<file path="config.mk">
export PLATFORM = sky130hd
export DESIGN_NAME = slow_peripheral_responder
export DESIGN_NICKNAME = d
export VERILOG_FILES = /design/src/rtl/slow_peripheral_responder.sv
export SDC_FILE = /design/constraint.sdc
export NUM_CORES = 1
export LEC_CHECK = 0
export BUFFER_PORTS_ARGS = -buffer_cell sky130_fd_sc_hd__buf_4
export CAP_MARGIN = 20
export CORE_UTILIZATION = 36
export DETAILED_ROUTE_END_ITERATION = 10
export SYNTH_ARGS = -nofsm -noshare
export SYNTH_HDL_FRONTEND = slang
export SYNTH_SLANG_ARGS = --single-unit
</file>
<file path="constraint.sdc">
create_clock -name clk -period 2.79 [get_ports clk]
set_input_delay 0.4185 -clock clk [delete_from_list [all_inputs] [get_ports clk]]
set_output_delay 0.4185 -clock clk [all_outputs]
set_load 0.1 [all_outputs]
</file>
<file path="src/rtl/slow_peripheral_responder.sv">
// slow_peripheral_responder: wait-stated scratch/counter/status slave
// with fixed-latency, in-order, pipelined read responses.
module slow_peripheral_responder #(
  parameter int WAIT_STATES  = 2,
  parameter int READ_LATENCY = 2,
  parameter int MAX_PENDING  = 4
) (
  input  logic        clk,
  input  logic        reset_n,
  input  logic [7:0]  address,
  input  logic [3:0]  byteenable,
  input  logic        read,
  input  logic        write,
  input  logic [31:0] writedata,
  output logic        waitrequest,
  output logic [31:0] readdata,
  output logic        readdatavalid,
  output logic        endofpacket
);
  localparam logic [2:0] WS = 3'(WAIT_STATES);
  localparam logic [2:0] MP = 3'(MAX_PENDING);
  localparam int         LAST = READ_LATENCY - 1;

  typedef struct packed {
    logic        vld;
    logic        eop;
    logic [31:0] data;
  } rsp_t;

  logic [2:0]  wcnt_q, wcnt_d;
  logic [2:0]  pend_q, pend_d;
  logic [31:0] cyc_q, cyc_d;
  logic [15:0] rd_cnt_q, rd_cnt_d;
  logic [15:0] wr_cnt_q, wr_cnt_d;
  logic [31:0] regs_q [16];
  logic [31:0] regs_d [16];
  rsp_t        pipe_q [READ_LATENCY];
  rsp_t        pipe_d [READ_LATENCY];

  logic [5:0]  word;
  logic        req;
  logic        acc;
  logic        wr_acc;
  logic        rd_acc;
  logic        rsp_out;
  logic [31:0] rd_word;
  logic        unused_addr;

  assign word        = address[7:2];
  assign unused_addr = ^address[1:0];
  assign req         = read | write;

  // Reset and full response pipe both hold off the bus.
  assign waitrequest = req & (~reset_n | (wcnt_q != WS) |
                              (read & (pend_q == MP)));

  assign acc     = req & ~waitrequest;
  assign wr_acc  = acc & write;
  assign rd_acc  = acc & read & ~write;
  assign rsp_out = pipe_q[LAST].vld;

  assign readdatavalid = rsp_out;
  assign readdata      = pipe_q[LAST].data;
  assign endofpacket   = pipe_q[LAST].eop;

  // Register map decode for the read sample.
  always_comb begin
    rd_word = '0;
    if (word < 6'd16) begin
      rd_word = regs_q[word[3:0]];
    end else if (word == 6'd16) begin
      rd_word = cyc_q;
    end else if (word == 6'd17) begin
      rd_word = {rd_cnt_q, wr_cnt_q};
    end
  end

  // Next state: wait counter, pending, counters, scratch, read pipe.
  always_comb begin
    wcnt_d = wcnt_q;
    if (!req || acc) begin
      wcnt_d = '0;
    end else if (wcnt_q != WS) begin
      wcnt_d = wcnt_q + 3'd1;
    end
    pend_d   = pend_q + {2'b0, rd_acc} - {2'b0, rsp_out};
    cyc_d    = cyc_q + 32'd1;
    rd_cnt_d = rd_cnt_q + {15'b0, rd_acc};
    wr_cnt_d = wr_cnt_q;
    regs_d   = regs_q;
    if (wr_acc) begin
      if (word == 6'd17) begin
        rd_cnt_d = '0;
        wr_cnt_d = '0;
      end else begin
        wr_cnt_d = wr_cnt_q + 16'd1;
      end
      if (word < 6'd16) begin
        for (int b = 0; b < 4; b++) begin
          if (byteenable[b]) begin
            regs_d[word[3:0]][8*b +: 8] = writedata[8*b +: 8];
          end
        end
      end
    end
    pipe_d[0].vld  = rd_acc;
    pipe_d[0].eop  = rd_acc & (word == 6'd15);
    pipe_d[0].data = rd_acc ? rd_word : 32'h0;
    for (int i = 1; i < READ_LATENCY; i++) begin
      pipe_d[i] = pipe_q[i-1];
    end
  end

  // State registers; reset drops every in-flight response.
  always_ff @(posedge clk or negedge reset_n) begin
    if (!reset_n) begin
      wcnt_q   <= '0;
      pend_q   <= '0;
      cyc_q    <= '0;
      rd_cnt_q <= '0;
      wr_cnt_q <= '0;
      regs_q   <= '{default: '0};
      pipe_q   <= '{default: '0};
    end else begin
      wcnt_q   <= wcnt_d;
      pend_q   <= pend_d;
      cyc_q    <= cyc_d;
      rd_cnt_q <= rd_cnt_d;
      wr_cnt_q <= wr_cnt_d;
      regs_q   <= regs_d;
      pipe_q   <= pipe_d;
    end
  end

endmodule

</file>
==> impl_results.md, run 1 <==
- Crit path time final: 2.69 ns
- Pwr/cell area: 624 nW/um2
- Die height: 285 um
- Post-Route WL: 74,400 um
- Final hold slack: -0.0230 ns
- Final Setup Violations: 0
- Mapped cell area: 28,900 um2
- Max VDD drop: ~0.42 mV
- Setup slack at placement: about 0.095 ns
- Sequential share of the synthesized area: 56.3%
- Placed wire-length estimate: 49,800 um
- Kind of critical path: reg -> reg
- CTS tree: built
- Multi-input logic area: roughly 12,000 um2
- Tcrit/Tclk final: 96.5%
- Fmax: about 370 MHz
- Die area: 81,300 um2
- Wire per inst: 22.9 um
- R2R setup slack: around 0.097 ns
- Sink Count: between 600 and 700
- Starting Density: a little over a third
- Ys Warns: 0
- Max cap viols: 0
- Seq cells post-synth: between 600 and 700
- Reg2reg path depth: 12
- Final worst slack: around 0.097 ns
- Die W: 285 um
- Least-Margin Pin Slew: 1.07 ns
- Internal power: about 16 mW
- Crit path capture: pend_q[2]$_DFF_PN0_
- Clock power share: 44.7%
- Critical Path Source: wcnt_q[0]$_DFFE_PN0P_
- Vias: 17.6k
- Ports: 83
- GRT Total Usage: about a fifth
- Cts bufs inserted: 70
- Post-Synthesis Cells: around 2.0k
- Seq pwr share: between 40% and 50%
- Clock-pin slew on the worst setup and hold paths: 0.07 ns
- Final ANT Viol Nets: 0
- Most area-consuming cells after synthesis: dfrtp_1 56%, mux2_2 19%, mux4_2 5.0%
- Hold Crit Class: in -> async
- Cell variety after synth: 48
- FF-to-FF End: pend_q[2]$_DFF_PN0_
- Failing checks: hold timing
- Skew final: 0.0270 ns
- Switching share of power: 23.9%
- Crit-path max FO: 4
- P_leak: around 16 nW
- Final net count: between 2k and 2.5k
- I/O Buffers: 80
- Status: finished, violations left
- Net Switching: 5.01 mW
- Number of DRC markers in iteration 0: 1,102
- Cell area after layout: 33,600 um2
- Post-Syn Area per Cell: 14.4 um2
- Final Util: ~43%
- Clock buffer depth: 3
- Worst R2R Start: wcnt_q[0]$_DFFE_PN0P_
- Post-synth EDFFs: 0
- Syn_nets: 2,067
- Cell taking the most area after synthesis: dfrtp_1
- Core Rows: a little over 100
- WP data required: 3.30 ns
- Ys async rst share: 100%
- First-pass GRT wire length: 116,000 um
- CTS H-tree depth: 3
- Vias in the first global route: 18.9k
- Vias per Instance: 5.41
- Hold Vio Cnt, Final: 2
- Initial antenna violation count: 6
- Gate power share: 7.9%
- Top-count cell post-synth: dfrtp_1
- Drt pass-1 iters: 5
- Slew HR: between 20% and 30%
- Max-slew violations: 0
- Largest net degree at the start of global routing: approximately 180
- Fraction of layout cells with a size suffix above 1: 42.4%
- Final GP Congestion: approximately 0.8
- Synth Flop Type: dfrtp_1
- Worst setup SP type: register
- Synth top cells by count: 650 x dfrtp_1, 493 x mux2_2, 130 x mux2i_1
- CP arrival: 3.20 ns
- CP endpoint kind: register
- CORE AREA: about 79,000 um2
- Fill cells: between 7k and 8k
- DRC viols: 0
- Yosys top cell area share: a little under three fifths
- Clock Latency Late Sink: 0.62 ns
- Syn-to-layout area delta: 16.5%
- Gr ovfl total: 0
- Root Buffer: clkbuf_16
- DP Area: 31,300 um2
- Area occupied by registers: 16,300 um2
==> metrics by stage <==
stage,hold WS [ns],cells,power (mW),TNS (ns)
6_report,-0.0230,3252,21.0,0
4_1_cts,0.0190,3249,21.2,0
3_5_place_dp,0.335,3126,11.8,0
5_1_grt,0.0353,3252,21.8,-0.00586
3_3_place_gp,0.334,3126,11.7,0
2_1_floorplan,0.123,2010,11.0,0
==> flip-flops by register name (all words and copies together) (netlist names) <==
register,flops
cyc_q,32
pend_q,3
wcnt_q,3
pipe_d,34
regs_q,512
wr_cnt_q,16
readdata,32
rd_cnt_q,16
endofpacket,1
readdatavalid,1
==> power by group through the flow <==
stage          Combinational [mW]  Sequential (mW)  Clock, mW
5_1_grt                      1.81             9.97       10.0
3_5_place_dp                 1.65             10.1          0
2_1_floorplan               0.913             10.1          0
4_1_cts                      1.66             9.93       9.63
6_report                     1.66             9.94       9.38
3_3_place_gp                 1.61             10.1          0
==> critical path: stages (launching register included) <==
cell	delay (ns)
dfrtp_1	0.42
inv_1	0.08
ha_1	0.18
and3b_1	0.18
nand4b_1	0.25
buf_4	0.22
ha_1	0.26
inv_1	0.07
ha_1	0.15
inv_1	0.06
fa_1	0.43
xnor2_2	0.15
xnor2_1	0.12
==> cells by family after synthesis <==
family | Yosys count | share of synthesized area [%]
mux | 707 | 29.5
flops | 650 | 56.3
simple gates | 274 | 5.85
compound gates | 193 | 4.59
buf+inv | 131 | 1.91
xor+xnor | 46 | 1.40
fa+ha+maj | 9 | 0.416
==> cell usage in the layout, fill, tap and decap left out, types with 39 or more instances in the layout <==
cell       instances
a21oi_1           39
a22oi_1           65
buf_4            172
clkbuf_16         75
dfrtp_1          650
mux2_2           493
mux2i_1          130
mux4_2            64
nor2_2            48
==> worst min-delay path by stage <==
stage / startpoint / end / slack, ns / cells past startpoint
6_report: reset_n / regs_q[4]$_DFFE_PN0P_ / -0.02 / 2
5_1_grt: reset_n / regs_q[68]$_DFFE_PN0P_ / 0.04 / 2
4_1_cts: reset_n / regs_q[178]$_DFFE_PN0P_ / 0.02 / 2
3_5_place_dp: pipe_d[23]$_DFF_PN0_ / readdata[23]$_DFF_PN0_ / 0.33 / 0
3_3_place_gp: pipe_d[22]$_DFF_PN0_ / readdata[22]$_DFF_PN0_ / 0.33 / 0
2_1_floorplan: reset_n / cyc_q[0]$_DFF_PN0_ / 0.12 / 0
==> final cells by class <==
type	instances	share of cell area [%]
multi-input cells	1229	35.9
clock buffers	103	6.25
repair buffers	188	4.75
clock inverters	20	0.707
flip-flops and latches	650	48.3
well taps	1050	3.90
diodes	1	0.00744
inverters	11	0.123
==> routing by layer <==
layer	track usage [%]	vias up	wire length (um)
met5	0	-	65
met4	6.14	10	2010
met3	3.77	109	3720
met2	30.2	350	35900
met1	24.9	9357	32700
li1	-	7775	-
==> repair_timing <==
action,in CTS,in global routing
gates resized for setup,2,6
endpoints found under the setup margin,1,3
setup buffers,0,2
hold buffers,0,0
pin swaps,0,1
Note: power is estimated with default switching activity, not from simulation.
==> run 2, diff against run 1 <==
CAP_MARGIN = default   (was 20)
SLEW_MARGIN = 15   (was default)
clock period = 2.7 ns   (was 2.79 ns; I/O delays follow)
==> run 2 against run 1 <==
  * Non-clock buffer count down 18
  * Power up 2.5%
  * Clock power up 2%
  * Register-to-register slack better by 0.07 ns
  * Die area unchanged
  * Final cell count down 0.52%
  * Cell area down 0.48%
  * Combinational power up 2%
  * Critical path type is now reg -> out
  * Flip-flop and latch count unchanged
  * The flow now finishes without violations
  * Sequential power up 4%
  * Worst setup slack worse by 0.0047 ns
==> impl_results.md, run 2 (synthesis gave the netlist of run 1 again) <==
- Wire per inst: 22.9 um (about the same)
- Slew HR: 29.4% (was 28.8%)
- DRC viols: 0 (unchanged)
- Vias in the first global route: 18.9k (about the same)
- CTS H-tree depth: 3 (unchanged)
- Ports: 83 (unchanged)
- Worst-path cell chain: inv_1, ha_1, and3b_2, buf_6, nand2_1, o21ai_4, buf_6, inv_2, buf_12 (was inv_1, ha_1, and3b_1, nand4b_1, buf_4, ha_1, inv_1, ha_1, inv_1, fa_1, xnor2_2, xnor2_1)
- Worst path most repeated cell: buf_6
- WP data required: 2.30 ns (was 3.30 ns)
- Crit-path max FO: 9 (was 4)
- Status: finished, final reports clean (was finished, violations left)
- Max reg flops: 512 (unchanged)
- Final Setup Violations: 0 (unchanged)
- Setup slack at placement: 0.0584 ns (was 0.0949 ns)
- Cell area after layout: 33,500 um2 (was 33,600 um2)
- Skew final: 0.0206 ns (was 0.0270 ns)
- Area occupied by registers: 16,300 um2 (unchanged)
- Crit path time final: around 2.6 ns
- Worst setup SP type: register (unchanged)
- Critical path's top delay family: buffers and inverters (was adder cells)
- Cts bufs inserted: 70 (unchanged)
- Seq pwr share: 47.7% (was 47.4%)
- Root Buffer: clkbuf_16 (unchanged)
- Kind of critical path: reg -> out (was reg -> reg)
- Final hold slack: 0.140 ns (was -0.0230 ns)
- Tcrit/Tclk final: 96.6%
- CP endpoint kind: output port (was register)
- DP Area: 31,100 um2 (was 31,300 um2)
- Sink Count: 650 (unchanged)
- Buffers plus inverters on the worst setup path: 5 (was 4)
- Number of DRC markers in iteration 0: 1,508 (was 1,102)
- Internal power: 16.3 mW (was 16.0 mW)
- Die height: 285 um (unchanged)
- Syn-to-layout area delta: 16.0% (was 16.5%)
- GRT Total Usage: 18.6% (about the same)
- Fraction of layout cells with a size suffix above 1: 42.1% (was 42.4%)
- Gr ovfl total: 0 (unchanged)
- Setup TNS: 0 ns (unchanged)
- Placed wire-length estimate: 49,600 um (was 49,800 um)
- Post-Route WL: 74,000 um (was 74,400 um)
- Final ANT Viol Nets: 0 (unchanged)
- Clock Latency Late Sink: 0.62 ns (about the same)
- Most flops, register: regs_q (unchanged)
- Vias per Instance: 5.41 (about the same)
- Final worst slack: 0.0928 ns (was 0.0975 ns)
- Multi-input logic area: 12,100 um2 (about the same)
- Critical Path Max Stage Delay: 0.38 ns (was 0.43 ns)
- Commonest non-fill, non-tap cell in the layout: dfrtp_1 (unchanged)
- Final GP Congestion: 0.822 (was 0.810)
- Largest net degree at the start of global routing: 186 (was 177)
- P_leak: 16.0 nW (about the same)
- Final Util: 42.3% (was 42.5%)
- Die W: 285 um (unchanged)
- Clock buffer depth: 3 (unchanged)
- CORE AREA: 79,100 um2 (unchanged)
- Core Rows: 103 (unchanged)
- Clock-pin slew on the worst setup and hold paths: 0.06 ns (was 0.07 ns)
- Max VDD drop: 0.439 mV (was 0.419 mV)
- Fmax: between 300 and 400 MHz
- Slowest cell on crit path: dfrtp_1 (was fa_1)
- Drt pass-1 iters: 5 (unchanged)
- Design Power: 21.5 mW (was 21.0 mW)
- Net Switching: 5.17 mW (was 5.01 mW)
- Final net count: 2,189 (was 2,207)
- Hold Crit Class: in -> reg (was in -> async)
- Clock power share: 44.4% (was 44.7%)
- Pwr/cell area: 642 nW/um2 (was 624 nW/um2)
- RSZ-0062 raised after global routing: false
- Final std cells w/o fill: 3,235 (was 3,252)
- Vias: 17.5k (was 17.6k)
- CP arrival: 2.20 ns (was 3.20 ns)
- CTS tree: built (unchanged)
- Fill cells: 7,201 (was 7,281)
- Least-Margin Pin Slew: 1.06 ns (was 1.07 ns)
- First-pass GRT wire length: 117,000 um (was 116,000 um)
- Die area: 81,300 um2 (unchanged)
- Starting Density: 36.5% (unchanged)
- Switching share of power: 24.1% (was 23.9%)
- Most frequent cells in the layout: 650 x dfrtp_1, 493 x mux2_2, 152 x buf_4 (was 650 x dfrtp_1, 493 x mux2_2, 172 x buf_4)
- Max-slew violations: 0 (unchanged)
- Hold Vio Cnt, Final: 0 (was 2)
- Placed insts: 3,108 (was 3,126)
- Max cap viols: 0 (unchanged)
- Gate power share: 7.9% (about the same)
- I/O Buffers: 80 (unchanged)
- Initial antenna violation count: 4 (was 6)
-- run 2: changes by cell type in the layout (fill, tap and decap cells not counted), moves of 2 or more --
cell and delta:
clkbuf_16 -5, clkbuf_8 +3, clkinvlp_4 -3, clkbuf_1 -2
clkinv_2 +3, buf_4 -20, inv_6 +3, buf_6 +2
-- run 2: worst min-delay path, stage by stage --
cell and delay (ns):
buf_4 0.12, o21ai_4 0.08, nor2_1 0.11
-- run 2: cell type report --
class / instances / area share (%)
inverter: 11 / 0.123
tap: 1050 / 3.92
clock inverter: 25 / 0.874
multi-input combinational: 1229 / 36.1
antenna: 1 / 0.00747
timing repair buffer: 170 / 4.37
sequential: 650 / 48.6
clock buffer: 99 / 6.01
-- run 2: worst paths after layout --
check                                 startpoint                 endpoint  slack [ns]  cells past startpoint
min in group asynchronous                reset_n  regs_q[260]$_DFFE_PN0P_        0.47                      3
setup / recovery           wcnt_q[0]$_DFFE_PN0P_              waitrequest        0.09                      9
hold / removal                              read    wcnt_q[0]$_DFFE_PN0P_        0.14                      3
hold reg to reg             pipe_d[10]$_DFF_PN0_   readdata[10]$_DFF_PN0_        0.34                      0
setup reg to reg           wcnt_q[0]$_DFFE_PN0P_   rd_cnt_q[15]$_DFF_PN0_        0.17                     10
max in group asynchronous                reset_n   readdata[24]$_DFF_PN0_        0.81                      4
-- run 2: power groups by stage --
stage / Clock (mW) / Combinational, mW / Sequential (mW)
final: 9.54 / 1.70 / 10.3
after global routing: 10.2 / 1.85 / 10.3
after CTS: 9.83 / 1.70 / 10.3
after detailed placement: 0 / 1.67 / 10.4
after global placement: 0 / 1.63 / 10.4
after floorplan: 0 / 0.944 / 10.4
-- run 2: routing by layer --
layer | GRT usage, % | vias up | wire [um]
li1 | - | 7739 | -
met1 | 26.3 | 9282 | 34100
met2 | 29.0 | 349 | 34500
met3 | 3.27 | 110 | 3240
met4 | 6.39 | 6 | 2060
met5 | 0 | - | 40
-- run 2: repair_timing --
| action | 4_1_cts | 5_1_grt |
|---|---|---|
| resized for setup | 6 | 9 |
| hold buffers | 1 | 0 |
| setup buffers | 0 | 1 |
| endpoints found under the setup margin | 1 | 3 |
| endpoints found under the hold margin | 29 | 0 |
